$ cat src/rtl/neuron_mac_stage.sv
// neuron_mac_stage: sequential multiply-accumulate front end of one neuron.
// Accepts N_INPUTS (x, w) pairs (bias sampled with the first pair) and
// produces one saturated signed Q(DATA_W-FRAC_W).FRAC_W pre-activation.
//
// Ports:
//   clk, rst        rising-edge clock, synchronous active-low reset
//   in_valid/ready  element handshake for x_in, w_in (and bias_in on first)
//   x_in, w_in      signed operands, bias_in signed bias
//   z_valid/ready   result handshake, z_value saturated result
//   busy            high while accumulating or holding a result
//
// Build option: define NEURON_MAC_ROUND_EN to round half up before the
// final shift instead of truncating toward -inf.
module neuron_mac_stage #(
  parameter int unsigned N_INPUTS = 2,
  parameter int unsigned DATA_W   = 8,
  parameter int unsigned FRAC_W   = 4,
  parameter int unsigned ACC_W    = 20
) (
  input  logic              clk,
  input  logic              rst,
  input  logic              in_valid,
  output logic              in_ready,
  input  logic [DATA_W-1:0] x_in,
  input  logic [DATA_W-1:0] w_in,
  input  logic [DATA_W-1:0] bias_in,
  output logic              z_valid,
  input  logic              z_ready,
  output logic [DATA_W-1:0] z_value,
  output logic              busy
);

  localparam int unsigned PROD_W = 2 * DATA_W;
  localparam int unsigned CNT_W  = $clog2(N_INPUTS + 1);

  localparam logic signed [ACC_W-1:0] SAT_MAX = ACC_W'((1 << (DATA_W - 1)) - 1);
  localparam logic signed [ACC_W-1:0] SAT_MIN = ~SAT_MAX;

  typedef enum logic [1:0] {
    S_IDLE = 2'd0,
    S_ACC  = 2'd1,
    S_OUT  = 2'd2
  } state_e;

  state_e                    state_q, state_d;
  logic [CNT_W-1:0]          count_q, count_d;
  logic signed [ACC_W-1:0]   acc_q, acc_d;
  logic                      z_valid_q, z_valid_d;
  logic [DATA_W-1:0]         z_value_q, z_value_d;
  logic                      busy_q, busy_d;
  logic                      in_ready_q, in_ready_d;

  logic signed [DATA_W-1:0]  x_s, w_s;
  logic signed [PROD_W-1:0]  prod;
  logic signed [ACC_W-1:0]   prod_ext, bias_ext, acc_sum, rnd, r;
  logic [CNT_W-1:0]          count_inc;
  logic                      accept, last;

  // Datapath: full-width product, sign-extended operands and saturated result
  always_comb begin
    x_s       = x_in;
    w_s       = w_in;
    prod      = x_s * w_s;
    prod_ext  = {{(ACC_W - PROD_W){prod[PROD_W-1]}}, prod};
    bias_ext  = {{(ACC_W - DATA_W - FRAC_W){bias_in[DATA_W-1]}}, bias_in, {FRAC_W{1'b0}}};
    // First element seeds the accumulator with the bias aligned to Q8.8
    acc_sum   = (state_q == S_IDLE) ? (bias_ext + prod_ext) : (acc_q + prod_ext);
`ifdef NEURON_MAC_ROUND_EN
    rnd       = acc_sum + ACC_W'(1 << (FRAC_W - 1));
`else
    rnd       = acc_sum;
`endif
    r         = rnd >>> FRAC_W;
    count_inc = (state_q == S_IDLE) ? CNT_W'(1) : count_q + CNT_W'(1);
    last      = (count_inc == CNT_W'(N_INPUTS));
    accept    = in_valid && in_ready_q;
  end

  // Next-state and registered-output logic
  always_comb begin
    state_d   = state_q;
    count_d   = count_q;
    acc_d     = acc_q;
    z_valid_d = z_valid_q;
    z_value_d = z_value_q;

    unique case (state_q)
      S_IDLE, S_ACC: begin
        if (accept) begin
          acc_d   = acc_sum;
          count_d = count_inc;
          state_d = S_ACC;
          if (last) begin
            state_d   = S_OUT;
            z_valid_d = 1'b1;
            if (r > SAT_MAX) begin
              z_value_d = SAT_MAX[DATA_W-1:0];
            end else if (r < SAT_MIN) begin
              z_value_d = SAT_MIN[DATA_W-1:0];
            end else begin
              z_value_d = r[DATA_W-1:0];
            end
          end
        end
      end
      S_OUT: begin
        if (z_ready) begin
          state_d   = S_IDLE;
          z_valid_d = 1'b0;
          count_d   = '0;
          acc_d     = '0;
        end
      end
      default: begin
        state_d = S_IDLE;
      end
    endcase

    busy_d     = (state_d != S_IDLE);
    in_ready_d = (state_d != S_OUT);
  end

  // State register; in_ready comes up as 1 straight out of reset
  always_ff @(posedge clk) begin
    if (!rst) begin
      state_q    <= S_IDLE;
      count_q    <= '0;
      acc_q      <= '0;
      z_valid_q  <= 1'b0;
      z_value_q  <= '0;
      busy_q     <= 1'b0;
      in_ready_q <= 1'b1;
    end else begin
      state_q    <= state_d;
      count_q    <= count_d;
      acc_q      <= acc_d;
      z_valid_q  <= z_valid_d;
      z_value_q  <= z_value_d;
      busy_q     <= busy_d;
      in_ready_q <= in_ready_d;
    end
  end

  assign in_ready = in_ready_q;
  assign z_valid  = z_valid_q;
  assign z_value  = z_value_q;
  assign busy     = busy_q;

endmodule

$ cat config.mk
export PLATFORM = sky130hd
export DESIGN_NAME = neuron_mac_stage
export DESIGN_NICKNAME = d
export VERILOG_FILES = /design/src/rtl/neuron_mac_stage.sv
export SDC_FILE = /design/constraint.sdc
export NUM_CORES = 1
export LEC_CHECK = 0
export ABC_AREA = 1
export CAP_MARGIN = 15
export CORE_MARGIN = 3
export CORE_UTILIZATION = 56
export CTS_CLUSTER_SIZE = 20
export DETAILED_ROUTE_END_ITERATION = 7
export GPL_ROUTABILITY_DRIVEN = 0
export GPL_TIMING_DRIVEN = 0
export PLACE_DENSITY = 0.79
export SLEW_MARGIN = 20
export SYNTH_ARGS = -nofsm -noshare
export SYNTH_HDL_FRONTEND = slang
export SYNTH_SLANG_ARGS = --single-unit
export TNS_END_PERCENT = 100
$ cat constraint.sdc
create_clock -name clk -period 6.9 [get_ports clk]
set_input_delay 1.38 -clock clk [delete_from_list [all_inputs] [get_ports clk]]
set_output_delay 1.38 -clock clk [all_outputs]
set_load 0.01 [all_outputs]
==> flow_metrics.env <==
export IMPL_crit_fanout=7
export IMPL_grt_ovfl_total=0
export IMPL_synth_avg_cell_area_um2=6.24
export IMPL_netlist_area_mm2=0.00633
export IMPL_path_clk_slew_ns=0.06
export IMPL_cts_tree="yes"
export IMPL_final_cells=1206
export IMPL_track_usage=0.256
export IMPL_async_flop_share=0
export IMPL_synth_area_leader_cell="fa_1"
export IMPL_cpMaxStageDelayCell="fa_1"
export IMPL_drcViolationCount=0
export IMPL_synth_top_area_share=0.180
export IMPL_numCtsBuffers=5
export IMPL_grt_pass1_wl_um=27000
export IMPL_rows=38
export IMPL_synth_flop_cell="dfxtp_1"
export IMPL_relSlewSlack=0.502
export IMPL_drv_cap=0
export IMPL_post_route_period_util=1.02
export IMPL_dr_pass1_iters=6
export IMPL_initial_core_util=0.579
export IMPL_core_area_mm2=0.0109
export IMPL_fmax_mhz=142
export IMPL_arrival_ns=7.23
export IMPL_clock_path_buffers=2
export IMPL_crit_path_max_incr_delay_ns=0.57
export IMPL_antenna_found_initial=0
export IMPL_htree_levels=2
export IMPL_grt_pass1_vias=6006
export IMPL_setup_violations=8
export IMPL_hpwl_um=12600
export IMPL_ios=39
export IMPL_finClkSkew_ns=0.00769
export IMPL_vias_per_cell=5.24
export IMPL_wl_per_cell_um=13.8
export IMPL_required_ns=7.08
export IMPL_synthTopCellsByCount="nand2_1, inv_1, nor2_1"
export IMPL_critPathCaptureType="register"
export IMPL_syn_inst=1014
export IMPL_synth_most_common_cell="nand2_1"
export IMPL_status="finished, violations left"
export IMPL_yosysWarnings=0
export IMPL_tightest_slew_ns=0.747
export IMPL_synth_edf_count=0
export IMPL_rsz0062_at_grt="yes"
export IMPL_crit_path_frequent_cell="inv_2"
export IMPL_die_w_um=112
export IMPL_setup_ws_ns=-0.147
export IMPL_die_y_um=112
export IMPL_worstHoldPathType="register to register"
export IMPL_ys_types=39
export IMPL_cts_sinks=35
export IMPL_wl_um=16600
export IMPL_drt_iter0_drc=588
export IMPL_drtAntennaViolNets=0
export IMPL_io_buffers=23
export IMPL_synth_area_leaders="fa_1, nand2_1, inv_1"
export IMPL_final_hold_violation_count=0
export IMPL_startpoint_type="input pin"
export IMPL_dp_cells=1177
export IMPL_criticalPathCategory="input pin to register"
export IMPL_synthToLayoutAreaGrowth_pct=21.2
export IMPL_violations="setup timing"
export IMPL_antenna_cells=0
export IMPL_dieArea_mm2=0.0126
export IMPL_synth_seq_area_share=0.111
export IMPL_grt_max_degree=12
export IMPL_final_nets=1211
export IMPL_drive_above_1_share=0.174
export IMPL_slew_viol_final=0
export IMPL_synth_seq_cells=35
export IMPL_synth_nets=1160
export IMPL_clock_latency_ns=0.28
export IMPL_cts_root_buf="clkbuf_16"
export IMPL_vias=6315
export IMPL_fin_crit_ns=7.05
[metal layers]
metal | track usage | part of all wire | vias to the layer above | wire length, µm
met5 | 0 | 0 | - | 0
met4 | 0.0721 | 0.031 | 0 | 515
met3 | 0.0291 | 0.050 | 50 | 834
met2 | 0.443 | 0.48 | 240 | 8030
met1 | 0.339 | 0.43 | 2858 | 7220
li1 | - | - | 3167 | -
[layout by cell type (no fill, tap or decap), drive strengths merged, types with 2 or more instances in the layout]
cell type      netlist  final
nor2                77     77
buf                  1     28
xnor2                6      6
a21boi               2      2
xor2                 7      7
clkbuf              23     23
nor3                 6      6
o31ai                2      2
dfxtp               35     35
a21oi               62     62
nand2              297    298
ha                  61     61
nand3               63     63
o21ai               30     30
o21bai               5      5
clkdlybuf4s50        0     22
clkinv               2      4
inv                251    250
a31oi                5      5
or2                  5      5
nand4                9      9
fa                  57     57
[logic make-up (layout without fill, tap and decap cells)]
kind of cell	Yosys count	in the layout	synth area share
simple gates	460	461	0.310
buf+inv	277	328	0.164
fa+ha+maj	118	118	0.301
compound gates	111	111	0.0961
flops	35	35	0.111
xor+xnor	13	13	0.0180
[final cells by class]
type | instances | area (µm²)
Sequential cell | 35 | 701
Inverter | 253 | 965
Multi-Input combinational cell | 703 | 5110
Tap cell | 140 | 175
Clock buffer | 6 | 129
Fill cell | 904 | 3270
Clock inverter | 2 | 12.5
Buffer | 24 | 170
Timing Repair Buffer | 43 | 403
[critical path: cells and delay by family]
kind	cells	cell delay (ns)
adder cells (fa/ha/maj)	6	2.66
buffers and inverters	7	0.35
AO/OA/AOI/OAI	5	0.69
AND/OR/NAND/NOR	18	1.94
XOR/XNOR	1	0.17
[metrics by stage]
stage | TNS, ns | worst slack (ns) | utilization | hold WS [ns] | area [µm²]
floorplan | 0 | 0.00193 | - | 0.443 | 6350
global placement | -14.12 | -1.21 | 0.617 | 0.453 | 6750
detailed placement | -15.69 | -1.30 | 0.617 | 0.455 | 6750
CTS | 0 | 0.00729 | 0.661 | 0.464 | 7230
global route | -3.32 | -0.411 | 0.701 | 0.482 | 7670
finish | -0.931 | -0.147 | 0.701 | 0.463 | 7670
[sequential cells by signal, summed over array words and instances, names as in the netlist]
signal and cells:
acc_q 20, busy 1, count_q 2, in_ready 1
state_q 2, z_valid 1, z_value 8
[what timing repair did]
action,4_1_cts,5_1_grt
buffers inserted,13,7
hold buffers,0,0
cloned,1,0
pin swaps,24,52
setup endpoints to repair,15,13
gates resized for setup,64,116
[final timing paths]
path | cells past startpoint | from | endpoint | slack [ns]
setup / recovery | 37 | w_in[7] | z_value[5]$_SDFFE_PN0P_ | -0.15
setup reg to reg | 19 | acc_q[0]$_SDFFE_PN0P_ | z_value[5]$_SDFFE_PN0P_ | 3.94
hold / removal | 2 | z_value[7]$_SDFFE_PN0P_ | z_value[7]$_SDFFE_PN0P_ | 0.46
hold reg to reg | 2 | z_value[7]$_SDFFE_PN0P_ | z_value[7]$_SDFFE_PN0P_ | 0.46
Power is not shown: default switching activity piles up to over one toggle a cycle in this logic, so the estimate is an artifact.
